`config.mk`:
```
export PLATFORM = sky130hd
export DESIGN_NAME = cpu_subsys_mem_router_flat
export DESIGN_NICKNAME = d
export VERILOG_FILES = /design/src/rtl/cpu_subsys_mem_router_if.sv /design/src/rtl/cpu_subsys_mem_router.sv /design/src/flat_wrapper.sv
export SDC_FILE = /design/constraint.sdc
export NUM_CORES = 1
export LEC_CHECK = 0
export BUFFER_PORTS_ARGS = -buffer_cell sky130_fd_sc_hd__buf_2
export CAP_MARGIN = 20
export CORE_MARGIN = 4
export CORE_UTILIZATION = 47
export CTS_CLUSTER_SIZE = 25
export DETAILED_ROUTE_END_ITERATION = 7
export PLACE_DENSITY = 0.83
export SETUP_SLACK_MARGIN = 0.4
export SLEW_MARGIN = 40
export SYNTH_ARGS = -nofsm -noshare
export SYNTH_HDL_FRONTEND = slang
export SYNTH_SLANG_ARGS = --single-unit
```
`constraint.sdc`:
```
create_clock -name sys_clk -period 6.5 [get_ports sys_clk]
set_clock_uncertainty 0.1 [all_clocks]
set_input_delay 0.325 -clock sys_clk [delete_from_list [all_inputs] [get_ports sys_clk]]
set_output_delay 0.325 -clock sys_clk [all_outputs]
set_load 0.01 [all_outputs]
```
`src/rtl/cpu_subsys_mem_router_if.sv`:
```
// CPU-side and target-side bus bundles for cpu_subsys_mem_router.
// master drives the request, slave returns the response.
interface cpu_subsys_mem_router_if #(
    parameter int unsigned ADDR_W = 32,
    parameter int unsigned DATA_W = 32
);
    logic                  cpu_mem_valid;
    logic                  cpu_mem_ready;
    logic [ADDR_W-1:0]     cpu_mem_addr;
    logic [DATA_W-1:0]     cpu_mem_wdata;
    logic                  cpu_mem_we;
    logic [DATA_W/8-1:0]   cpu_mem_be;
    logic [DATA_W-1:0]     cpu_mem_rdata;
    logic                  cpu_mem_err;

    modport master (
        output cpu_mem_valid, cpu_mem_addr, cpu_mem_wdata, cpu_mem_we, cpu_mem_be,
        input  cpu_mem_ready, cpu_mem_rdata, cpu_mem_err
    );
    modport slave (
        input  cpu_mem_valid, cpu_mem_addr, cpu_mem_wdata, cpu_mem_we, cpu_mem_be,
        output cpu_mem_ready, cpu_mem_rdata, cpu_mem_err
    );
endinterface

interface cpu_subsys_mem_router_tgt_if #(
    parameter int unsigned N_TARGETS = 3,
    parameter int unsigned ADDR_W    = 32,
    parameter int unsigned DATA_W    = 32
);
    logic [N_TARGETS-1:0]        tgt_mem_valid;
    logic [ADDR_W-1:0]           tgt_mem_addr;
    logic                        tgt_mem_write;
    logic [DATA_W-1:0]           tgt_mem_wdata;
    logic [DATA_W/8-1:0]         tgt_mem_wstrb;
    logic [N_TARGETS*DATA_W-1:0] tgt_mem_rdata;
    logic [N_TARGETS-1:0]        tgt_mem_ready;

    modport master (
        output tgt_mem_valid, tgt_mem_addr, tgt_mem_write, tgt_mem_wdata, tgt_mem_wstrb,
        input  tgt_mem_rdata, tgt_mem_ready
    );
    modport slave (
        input  tgt_mem_valid, tgt_mem_addr, tgt_mem_write, tgt_mem_wdata, tgt_mem_wstrb,
        output tgt_mem_rdata, tgt_mem_ready
    );
endinterface

```
`src/rtl/cpu_subsys_mem_router.sv`:
```
// Routes the CPU memory interface to N_TARGETS address windows, with decode-miss
// and timeout error responses, last-error address and a saturating error count.
module cpu_subsys_mem_router #(
    parameter int unsigned                  N_TARGETS      = 3,
    parameter int unsigned                  ADDR_W         = 32,
    parameter int unsigned                  DATA_W         = 32,
    parameter logic [N_TARGETS*ADDR_W-1:0]  TARGET_BASE    = {32'h8000_0000, 32'h4000_0000, 32'h0000_0000},
    parameter logic [N_TARGETS*ADDR_W-1:0]  TARGET_MASK    = {32'h8000_0000, 32'hC000_0000, 32'hC000_0000},
    parameter int unsigned                  TIMEOUT_CYCLES = 255,
    parameter logic [31:0]                  ERR_RDATA      = 32'hDEAD_BEEF
) (
    input  logic                         sys_clk,
    input  logic                         rst,
    cpu_subsys_mem_router_if.slave       cpu,
    cpu_subsys_mem_router_tgt_if.master  tgt,
    output logic                         err_pulse,
    output logic [ADDR_W-1:0]            err_addr,
    output logic [15:0]                  err_count
);
    localparam int unsigned STRB_W = DATA_W / 8;
    localparam int unsigned SEL_W  = (N_TARGETS > 1) ? $clog2(N_TARGETS) : 1;
    localparam int unsigned CNT_W  = (TIMEOUT_CYCLES > 2) ? $clog2(TIMEOUT_CYCLES) : 1;
    localparam logic [DATA_W-1:0] ERR_RDATA_W = DATA_W'(ERR_RDATA);
    localparam logic [CNT_W-1:0]  CNT_LAST    = CNT_W'(TIMEOUT_CYCLES - 1);

    typedef enum logic [1:0] {S_IDLE, S_ACTIVE, S_RESP, S_ERR} state_t;

    state_t               r_state;
    logic [SEL_W-1:0]     r_sel;
    logic [CNT_W-1:0]     r_cnt;
    logic [ADDR_W-1:0]    r_addr;
    logic [DATA_W-1:0]    r_wdata;
    logic                 r_we;
    logic [STRB_W-1:0]    r_be;
    logic [N_TARGETS-1:0] r_tgt_valid;
    logic                 r_ready;
    logic                 r_err;
    logic [DATA_W-1:0]    r_rdata;
    logic                 r_err_pulse;
    logic [ADDR_W-1:0]    r_err_addr;
    logic [15:0]          r_err_count;

    logic                 w_hit;
    logic [SEL_W-1:0]     w_sel;
    logic [N_TARGETS-1:0] w_onehot;
    logic                 w_sel_ready;
    logic [DATA_W-1:0]    w_sel_rdata;
    logic                 w_timeout;
    logic [15:0]          w_err_count_next;

    // First matching window wins, so lower indices take priority on overlap.
    always_comb begin
        w_hit    = 1'b0;
        w_sel    = '0;
        w_onehot = '0;
        for (int unsigned i = 0; i < N_TARGETS; i++) begin
            if (!w_hit &&
                ((cpu.cpu_mem_addr & TARGET_MASK[i*ADDR_W +: ADDR_W]) ==
                 (TARGET_BASE[i*ADDR_W +: ADDR_W] & TARGET_MASK[i*ADDR_W +: ADDR_W]))) begin
                w_hit       = 1'b1;
                w_sel       = SEL_W'(i);
                w_onehot[i] = 1'b1;
            end
        end
    end

    always_comb begin
        w_sel_ready = 1'b0;
        w_sel_rdata = '0;
        for (int unsigned i = 0; i < N_TARGETS; i++) begin
            if (r_sel == SEL_W'(i)) begin
                w_sel_ready = tgt.tgt_mem_ready[i];
                w_sel_rdata = tgt.tgt_mem_rdata[i*DATA_W +: DATA_W];
            end
        end
    end

    assign w_timeout        = (TIMEOUT_CYCLES != 0) && (r_cnt == CNT_LAST);
    assign w_err_count_next = (r_err_count == 16'hFFFF) ? r_err_count : r_err_count + 16'd1;

    // Response outputs are loaded on the transition into RESP/ERR so they are
    // registered yet visible exactly during that one-cycle state.
    always_ff @(posedge sys_clk or posedge rst) begin
        if (rst) begin
            r_state     <= S_IDLE;
            r_sel       <= '0;
            r_cnt       <= '0;
            r_addr      <= '0;
            r_wdata     <= '0;
            r_we        <= 1'b0;
            r_be        <= '0;
            r_tgt_valid <= '0;
            r_ready     <= 1'b0;
            r_err       <= 1'b0;
            r_rdata     <= '0;
            r_err_pulse <= 1'b0;
            r_err_addr  <= '0;
            r_err_count <= '0;
        end else begin
            r_ready     <= 1'b0;
            r_err       <= 1'b0;
            r_err_pulse <= 1'b0;
            case (r_state)
                S_IDLE: begin
                    if (cpu.cpu_mem_valid) begin
                        r_addr  <= cpu.cpu_mem_addr;
                        r_wdata <= cpu.cpu_mem_wdata;
                        r_we    <= cpu.cpu_mem_we;
                        r_be    <= cpu.cpu_mem_be;
                        r_sel   <= w_sel;
                        r_cnt   <= '0;
                        if (w_hit) begin
                            r_tgt_valid <= w_onehot;
                            r_state     <= S_ACTIVE;
                        end else begin
                            r_ready     <= 1'b1;
                            r_err       <= 1'b1;
                            r_rdata     <= ERR_RDATA_W;
                            r_err_pulse <= 1'b1;
                            r_err_addr  <= cpu.cpu_mem_addr;
                            r_err_count <= w_err_count_next;
                            r_state     <= S_ERR;
                        end
                    end
                end
                S_ACTIVE: begin
                    if (w_sel_ready) begin
                        r_tgt_valid <= '0;
                        r_rdata     <= w_sel_rdata;
                        r_ready     <= 1'b1;
                        r_state     <= S_RESP;
                    end else if (w_timeout) begin
                        r_tgt_valid <= '0;
                        r_ready     <= 1'b1;
                        r_err       <= 1'b1;
                        r_rdata     <= ERR_RDATA_W;
                        r_err_pulse <= 1'b1;
                        r_err_addr  <= r_addr;
                        r_err_count <= w_err_count_next;
                        r_state     <= S_ERR;
                    end else begin
                        r_cnt <= r_cnt + CNT_W'(1);
                    end
                end
                S_RESP:  r_state <= S_IDLE;
                S_ERR:   r_state <= S_IDLE;
                default: r_state <= S_IDLE;
            endcase
        end
    end

    assign cpu.cpu_mem_ready = r_ready;
    assign cpu.cpu_mem_err   = r_err;
    assign cpu.cpu_mem_rdata = r_rdata;
    assign tgt.tgt_mem_valid = r_tgt_valid;
    assign tgt.tgt_mem_addr  = r_addr;
    assign tgt.tgt_mem_write = r_we;
    assign tgt.tgt_mem_wdata = r_wdata;
    assign tgt.tgt_mem_wstrb = r_be;
    assign err_pulse         = r_err_pulse;
    assign err_addr          = r_err_addr;
    assign err_count         = r_err_count;
endmodule

```
`src/flat_wrapper.sv`:
```
// flat-port wrapper written by rule: the top's interface ports become plain ports
module cpu_subsys_mem_router_flat 
#(
    parameter int unsigned                  N_TARGETS      = 3,
    parameter int unsigned                  ADDR_W         = 32,
    parameter int unsigned                  DATA_W         = 32,
    parameter logic [N_TARGETS*ADDR_W-1:0]  TARGET_BASE    = {32'h8000_0000, 32'h4000_0000, 32'h0000_0000},
    parameter logic [N_TARGETS*ADDR_W-1:0]  TARGET_MASK    = {32'h8000_0000, 32'hC000_0000, 32'hC000_0000},
    parameter int unsigned                  TIMEOUT_CYCLES = 255,
    parameter logic [31:0]                  ERR_RDATA      = 32'hDEAD_BEEF
)
  (sys_clk, rst, err_pulse, err_addr, err_count, cpu_cpu_mem_valid, cpu_cpu_mem_addr, cpu_cpu_mem_wdata, cpu_cpu_mem_we, cpu_cpu_mem_be, cpu_cpu_mem_ready, cpu_cpu_mem_rdata, cpu_cpu_mem_err, tgt_tgt_mem_valid, tgt_tgt_mem_addr, tgt_tgt_mem_write, tgt_tgt_mem_wdata, tgt_tgt_mem_wstrb, tgt_tgt_mem_rdata, tgt_tgt_mem_ready);
  cpu_subsys_mem_router_if #(.ADDR_W(ADDR_W), .DATA_W(DATA_W)) cpu_i ();
  cpu_subsys_mem_router_tgt_if #(.N_TARGETS(N_TARGETS), .ADDR_W(ADDR_W), .DATA_W(DATA_W)) tgt_i ();
  input  logic sys_clk;
  input  logic rst;
  output logic err_pulse;
  output logic [ADDR_W-1:0] err_addr;
  output logic [15:0] err_count;
  input wire logic [$bits(cpu_i.cpu_mem_valid)-1:0] cpu_cpu_mem_valid;
  input wire logic [$bits(cpu_i.cpu_mem_addr)-1:0] cpu_cpu_mem_addr;
  input wire logic [$bits(cpu_i.cpu_mem_wdata)-1:0] cpu_cpu_mem_wdata;
  input wire logic [$bits(cpu_i.cpu_mem_we)-1:0] cpu_cpu_mem_we;
  input wire logic [$bits(cpu_i.cpu_mem_be)-1:0] cpu_cpu_mem_be;
  output wire logic [$bits(cpu_i.cpu_mem_ready)-1:0] cpu_cpu_mem_ready;
  output wire logic [$bits(cpu_i.cpu_mem_rdata)-1:0] cpu_cpu_mem_rdata;
  output wire logic [$bits(cpu_i.cpu_mem_err)-1:0] cpu_cpu_mem_err;
  output wire logic [$bits(tgt_i.tgt_mem_valid)-1:0] tgt_tgt_mem_valid;
  output wire logic [$bits(tgt_i.tgt_mem_addr)-1:0] tgt_tgt_mem_addr;
  output wire logic [$bits(tgt_i.tgt_mem_write)-1:0] tgt_tgt_mem_write;
  output wire logic [$bits(tgt_i.tgt_mem_wdata)-1:0] tgt_tgt_mem_wdata;
  output wire logic [$bits(tgt_i.tgt_mem_wstrb)-1:0] tgt_tgt_mem_wstrb;
  input wire logic [$bits(tgt_i.tgt_mem_rdata)-1:0] tgt_tgt_mem_rdata;
  input wire logic [$bits(tgt_i.tgt_mem_ready)-1:0] tgt_tgt_mem_ready;
  assign cpu_i.cpu_mem_valid = cpu_cpu_mem_valid;
  assign cpu_i.cpu_mem_addr = cpu_cpu_mem_addr;
  assign cpu_i.cpu_mem_wdata = cpu_cpu_mem_wdata;
  assign cpu_i.cpu_mem_we = cpu_cpu_mem_we;
  assign cpu_i.cpu_mem_be = cpu_cpu_mem_be;
  assign cpu_cpu_mem_ready = cpu_i.cpu_mem_ready;
  assign cpu_cpu_mem_rdata = cpu_i.cpu_mem_rdata;
  assign cpu_cpu_mem_err = cpu_i.cpu_mem_err;
  assign tgt_tgt_mem_valid = tgt_i.tgt_mem_valid;
  assign tgt_tgt_mem_addr = tgt_i.tgt_mem_addr;
  assign tgt_tgt_mem_write = tgt_i.tgt_mem_write;
  assign tgt_tgt_mem_wdata = tgt_i.tgt_mem_wdata;
  assign tgt_tgt_mem_wstrb = tgt_i.tgt_mem_wstrb;
  assign tgt_i.tgt_mem_rdata = tgt_tgt_mem_rdata;
  assign tgt_i.tgt_mem_ready = tgt_tgt_mem_ready;
  cpu_subsys_mem_router #(.N_TARGETS(N_TARGETS), .ADDR_W(ADDR_W), .DATA_W(DATA_W), .TARGET_BASE(TARGET_BASE), .TARGET_MASK(TARGET_MASK), .TIMEOUT_CYCLES(TIMEOUT_CYCLES), .ERR_RDATA(ERR_RDATA)) u_core (.sys_clk(sys_clk), .rst(rst), .cpu(cpu_i), .tgt(tgt_i), .err_pulse(err_pulse), .err_addr(err_addr), .err_count(err_count));
endmodule
```
==> impl_metrics.prom <==
# TYPE chip_impl_metric gauge
chip_impl_info{name="result_of_the_run",value="finished, final reports clean"} 1
chip_impl_metric{name="final.setup.tns",unit="ps"} 0
chip_impl_metric{name="synth-seq-cells",unit=""} 166
chip_impl_metric{name="fp.dieW",unit="um"} 131
chip_impl_metric{name="worst_setup_hold_path_clk_slew",unit="ps"} 60
chip_impl_metric{name="buffer_ports.inserted",unit=""} 325
chip_impl_metric{name="sw_frac_of_total",unit=""} 0.379
chip_impl_metric{name="worst_hold_slack",unit="ps"} 6.65
chip_impl_info{name="critPathKind",value="reg2reg"} 1
chip_impl_info{name="main_combinational_cell_family_by_area_after_synthesis",value="simple AND/OR/NAND/NOR gates"} 1
chip_impl_metric{name="ys.warnings.count",unit=""} 0
chip_impl_metric{name="num-nets-final",unit=""} 1230
chip_impl_metric{name="slew_limit_fails",unit=""} 0
chip_impl_metric{name="fin_crit",unit="ps"} 2720
chip_impl_info{name="most_frequent_cells_in_the_layout",value="sky130_fd_sc_hd__buf_2, sky130_fd_sc_hd__nand2_1, sky130_fd_sc_hd__dfrtp_1, sky130_fd_sc_hd__dlygate4sd3_1"} 1
chip_impl_metric{name="global_route.usage.total",unit=""} 0.236
chip_impl_metric{name="required_time_of_the_critical_path",unit="ps"} 6700
chip_impl_metric{name="synthAdderAreaFrac",unit=""} 0.00524
chip_impl_metric{name="remaining_drc_errors",unit=""} 0
chip_impl_metric{name="antenna_found_initial",unit=""} 2
chip_impl_metric{name="timing.critical_path.fanout_max",unit=""} 36
chip_impl_metric{name="finalHoldViolCount",unit=""} 0
chip_impl_metric{name="power_frac_clock",unit=""} 0.241
chip_impl_metric{name="gp_routability_congestion",unit=""} 0.814
chip_impl_metric{name="cp.buffers_inverters",unit=""} 1
chip_impl_metric{name="area_share_of_and_or_nand_nor_cells_after_synthesis",unit=""} 0.186
chip_impl_metric{name="cts_sinks",unit=""} 166
chip_impl_metric{name="power-per-cell-area",unit="nW/um2"} 415
chip_impl_metric{name="timing.critical_path.arrival",unit="ps"} 2920
chip_impl_info{name="crit_chain",value="mux2i_2 -> o211ai_4 -> nand2b_4 -> inv_2 -> mux2_2"} 1
chip_impl_metric{name="ctsHtreeMaxLevel",unit=""} 4
chip_impl_metric{name="drt-wirelength-per-cell",unit="um"} 16.5
chip_impl_metric{name="switching_power_of_the_nets",unit="uW"} 1570
chip_impl_metric{name="reg2regPathDepth",unit=""} 5
chip_impl_metric{name="post-route-util",unit=""} 0.681
chip_impl_metric{name="ctsResizeCount",unit=""} 0
chip_impl_metric{name="pin_count_of_the_biggest_net_entering_global_routing",unit=""} 90
chip_impl_metric{name="drt-total-wl",unit="um"} 20700
chip_impl_metric{name="cap_violations",unit=""} 0
chip_impl_metric{name="syn2layout_area_growth",unit="%"} 39.9
chip_impl_metric{name="final_antenna_net_count",unit=""} 0
chip_impl_metric{name="die_h",unit="um"} 131
chip_impl_metric{name="synth.mux.area_fraction",unit=""} 0.107
chip_impl_metric{name="ioPinCount",unit=""} 326
chip_impl_info{name="grt_setup_unrepaired",value="false"} 1
chip_impl_metric{name="globalRoute.totalOverflow",unit=""} 0
chip_impl_metric{name="post_synth_instance_area",unit="um2"} 7160
chip_impl_metric{name="num_vias",unit=""} 6400
chip_impl_metric{name="hpwl_reported_at_the_end_of_detailed_placement",unit="um"} 14200
chip_impl_metric{name="p_leak",unit="uW"} 0.00541
chip_impl_info{name="most_common_library_cell_in_the_layout_ignoring_fill_and_taps",value="sky130_fd_sc_hd__buf_2"} 1
chip_impl_metric{name="avgSynthCellArea",unit="um2"} 10.3
chip_impl_metric{name="worst_pin_slew",unit="ps"} 680
chip_impl_metric{name="effective_utilization_at_floorplan",unit=""} 0.487
chip_impl_metric{name="synthesis.nets",unit=""} 868
chip_impl_metric{name="clock_buffers_created_by_tritoncts",unit=""} 17
chip_impl_metric{name="met3_usage",unit=""} 0.0730
chip_impl_metric{name="use_met1",unit=""} 0.266
chip_impl_info{name="clk_root_buffer_cell",value="sky130_fd_sc_hd__clkbuf_16"} 1
chip_impl_metric{name="p_comb_frac",unit=""} 0.359
chip_impl_metric{name="rows",unit=""} 44
chip_impl_metric{name="max_frequency",unit="MHz"} 368
chip_impl_metric{name="final_min_period_over_clock_period",unit=""} 0.418
chip_impl_metric{name="skew_pair_late_insertion_delay",unit="ps"} 420
chip_impl_metric{name="fraction_of_synthesized_cell_area_in_xor_and_xnor_cells",unit=""} 0.0208
chip_impl_metric{name="area_fraction_in_compound_gates_after_synthesis",unit=""} 0.0692
chip_impl_info{name="crit_path_start_kind",value="register"} 1
chip_impl_metric{name="ff2ff_setup_slack",unit="ps"} 3780
chip_impl_metric{name="synth.distinct_cells",unit=""} 43
chip_impl_metric{name="fp.coreArea",unit="um2"} 14700
chip_impl_info{name="clock_tree_from_tritoncts",value="done"} 1
chip_impl_metric{name="max-vdd-ir-drop",unit="mV"} 0.218
chip_impl_info{name="worst_path_dominant_cell_family",value="flip-flops"} 1
chip_impl_info{name="critical_path.slowest_cell",value="sky130_fd_sc_hd__dfrtp_4"} 1
chip_impl_metric{name="clk_path_buf_depth",unit=""} 2
chip_impl_metric{name="cpPeakStageDelay",unit="ps"} 800
chip_impl_metric{name="synth_top_cell_area_share",unit=""} 0.580
chip_impl_metric{name="grt_first_pass_wirelength",unit="um"} 32900
chip_impl_metric{name="globalRouteMet2Util",unit=""} 0.413
chip_impl_metric{name="firstDrtPassIters",unit=""} 4
chip_impl_metric{name="synth-seq-area-share",unit=""} 0.580
chip_impl_metric{name="internal_power",unit="uW"} 2580
chip_impl_metric{name="first_iter_violations",unit=""} 218
chip_impl_info{name="end_kind",value="register"} 1
chip_impl_metric{name="fraction_of_final_layout_cells_sized_beyond_drive_strength_1",unit=""} 0.383
chip_impl_metric{name="critical_path_depth",unit=""} 5
chip_impl_metric{name="slew_headroom",unit=""} 0.547
chip_impl_info{name="area_contributors_post_synth",value="sky130_fd_sc_hd__dfrtp_1, sky130_fd_sc_hd__nand2_1, sky130_fd_sc_hd__mux2i_1"} 1
chip_impl_metric{name="synthCells",unit=""} 694
chip_impl_info{name="timing.hold.worst.class",value="in2reg"} 1
chip_impl_info{name="synth_largest_area_cell",value="sky130_fd_sc_hd__dfrtp_1"} 1
chip_impl_info{name="grt-busiest-layer",value="met2"} 1
chip_impl_metric{name="route.detailed.vias_per_inst",unit=""} 5.10
chip_impl_metric{name="fp.dieArea",unit="um2"} 17300
chip_impl_metric{name="vias_in_the_first_global_route",unit=""} 6470
chip_impl_metric{name="setup-violations-final",unit=""} 0
chip_impl_metric{name="seq_power_share",unit=""} 0.400
chip_impl_metric{name="worstHoldPathCells",unit=""} 3
==> through the flow <==
stage                     instances  worst slack (ps)  instance area [um2]  total power [uW]
after floorplan                 694              1580                 7160              2540
after global placement         1167              3600                 8860              3090
after detailed placement       1167              3760                 8870              3140
after CTS                      1253              3730                10000              4180
after global routing           1254              3650                10000              4430
final                          1254              3780                10000              4150
==> power groups by stage <==
| stage | Combinational (uW) | Sequential [uW] | Clock [uW] |
|---|---|---|---|
| after CTS | 1500 | 1660 | 1020 |
| after global placement | 1440 | 1650 | 0 |
| after floorplan | 822 | 1720 | 0 |
| after global routing | 1650 | 1710 | 1080 |
| final | 1490 | 1660 | 1000 |
| after detailed placement | 1470 | 1670 | 0 |
==> worst min-delay path, stage by stage <==
cell	delay, ps
sky130_fd_sc_hd__buf_2	70
sky130_fd_sc_hd__nand2_1	40
sky130_fd_sc_hd__nand2_1	50
==> path summary, 6_finish.rpt <==
kind,startpoint,endpoint
hold reg to reg,u_core.r_state[1],u_core.r_state[0]
setup / recovery,u_core.r_sel[0],u_core.err_addr[19]
setup reg to reg,u_core.r_sel[0],u_core.err_addr[19]
hold / removal,cpu_cpu_mem_addr[15],u_core.tgt.tgt_mem_addr[15]
min in group asynchronous,rst,u_core.tgt.tgt_mem_addr[7]
max in group asynchronous,rst,u_core.tgt.tgt_mem_wdata[12]
==> synth_stat cells <==
library cell / instances
sky130_fd_sc_hd__a211oi_1: 1
sky130_fd_sc_hd__a21oi_1: 9
sky130_fd_sc_hd__and2_1: 1
sky130_fd_sc_hd__and3_1: 3
sky130_fd_sc_hd__and4_1: 6
sky130_fd_sc_hd__and4_4: 1
sky130_fd_sc_hd__buf_1: 4
sky130_fd_sc_hd__buf_2: 3
sky130_fd_sc_hd__buf_4: 4
sky130_fd_sc_hd__buf_6: 4
sky130_fd_sc_hd__clkbuf_1: 24
sky130_fd_sc_hd__clkbuf_2: 1
sky130_fd_sc_hd__dfrtp_1: 166
sky130_fd_sc_hd__ha_1: 3
sky130_fd_sc_hd__inv_1: 3
sky130_fd_sc_hd__inv_2: 2
sky130_fd_sc_hd__mux2_2: 24
sky130_fd_sc_hd__mux2_4: 9
sky130_fd_sc_hd__mux2i_1: 35
sky130_fd_sc_hd__mux2i_2: 1
sky130_fd_sc_hd__nand2_1: 260
sky130_fd_sc_hd__nand2b_1: 1
sky130_fd_sc_hd__nand2b_4: 1
sky130_fd_sc_hd__nand3_1: 12
sky130_fd_sc_hd__nand3b_1: 1
sky130_fd_sc_hd__nand4_1: 7
sky130_fd_sc_hd__nor2_1: 16
sky130_fd_sc_hd__nor2b_1: 2
sky130_fd_sc_hd__nor3_1: 3
sky130_fd_sc_hd__nor3b_4: 1
sky130_fd_sc_hd__nor4_1: 2
sky130_fd_sc_hd__nor4_2: 1
sky130_fd_sc_hd__o211ai_4: 1
sky130_fd_sc_hd__o21a_1: 1
sky130_fd_sc_hd__o21ai_0: 35
sky130_fd_sc_hd__o21ai_1: 1
sky130_fd_sc_hd__o21ai_2: 1
sky130_fd_sc_hd__o22a_1: 24
sky130_fd_sc_hd__o22ai_1: 1
sky130_fd_sc_hd__o41ai_1: 1
sky130_fd_sc_hd__or3_1: 1
sky130_fd_sc_hd__xnor2_1: 14
sky130_fd_sc_hd__xor2_1: 3
==> kinds of logic (layout without fill, tap and decap cells) <==
kind of cell	Yosys count	in the layout
AOI/OAI and AO/OA	75	75
xor gates and xnor gates	17	17
adders and majority gates	3	3
buffers and inverters	45	420
DFF	166	166
muxes	69	69
other	0	1
and+or+nand+nor	319	319
==> flip-flops by register name, indices dropped and copies added (netlist names), 2 cells and up <==
name	cells
u_core.tgt.tgt_mem_addr	32
u_core.tgt.tgt_mem_wdata	32
u_core.r_state	2
u_core.r_sel	2
u_core.r_cnt	8
u_core.err_count	16
u_core.tgt.tgt_mem_valid	3
u_core.cpu.cpu_mem_rdata	32
u_core.err_addr	32
u_core.tgt.tgt_mem_wstrb	4
==> per-layer routing <==
| metal | part of all wire | vias up |
|---|---|---|
| met5 | 0.00058 | - |
| met4 | 0.036 | 2 |
| met3 | 0.074 | 62 |
| met2 | 0.51 | 277 |
| met1 | 0.38 | 3029 |
| li1 | - | 3030 |
==> area by class of cell <==
type | instances | area, um2
Fill cell | 1118 | 4690
Timing Repair Buffer | 383 | 2200
Clock inverter | 14 | 169
Multi-Input combinational cell | 483 | 2790
Sequential cell | 166 | 4160
Clock buffer | 18 | 429
Tap cell | 184 | 230
Antenna cell | 1 | 2.50
Inverter | 5 | 26.3
==> repair_timing <==
item	CTS	global route
buffers inserted	0	0
hold buffers	54	0
hold endpoints to repair	93	0
Note: power is estimated with default switching activity, not from simulation.
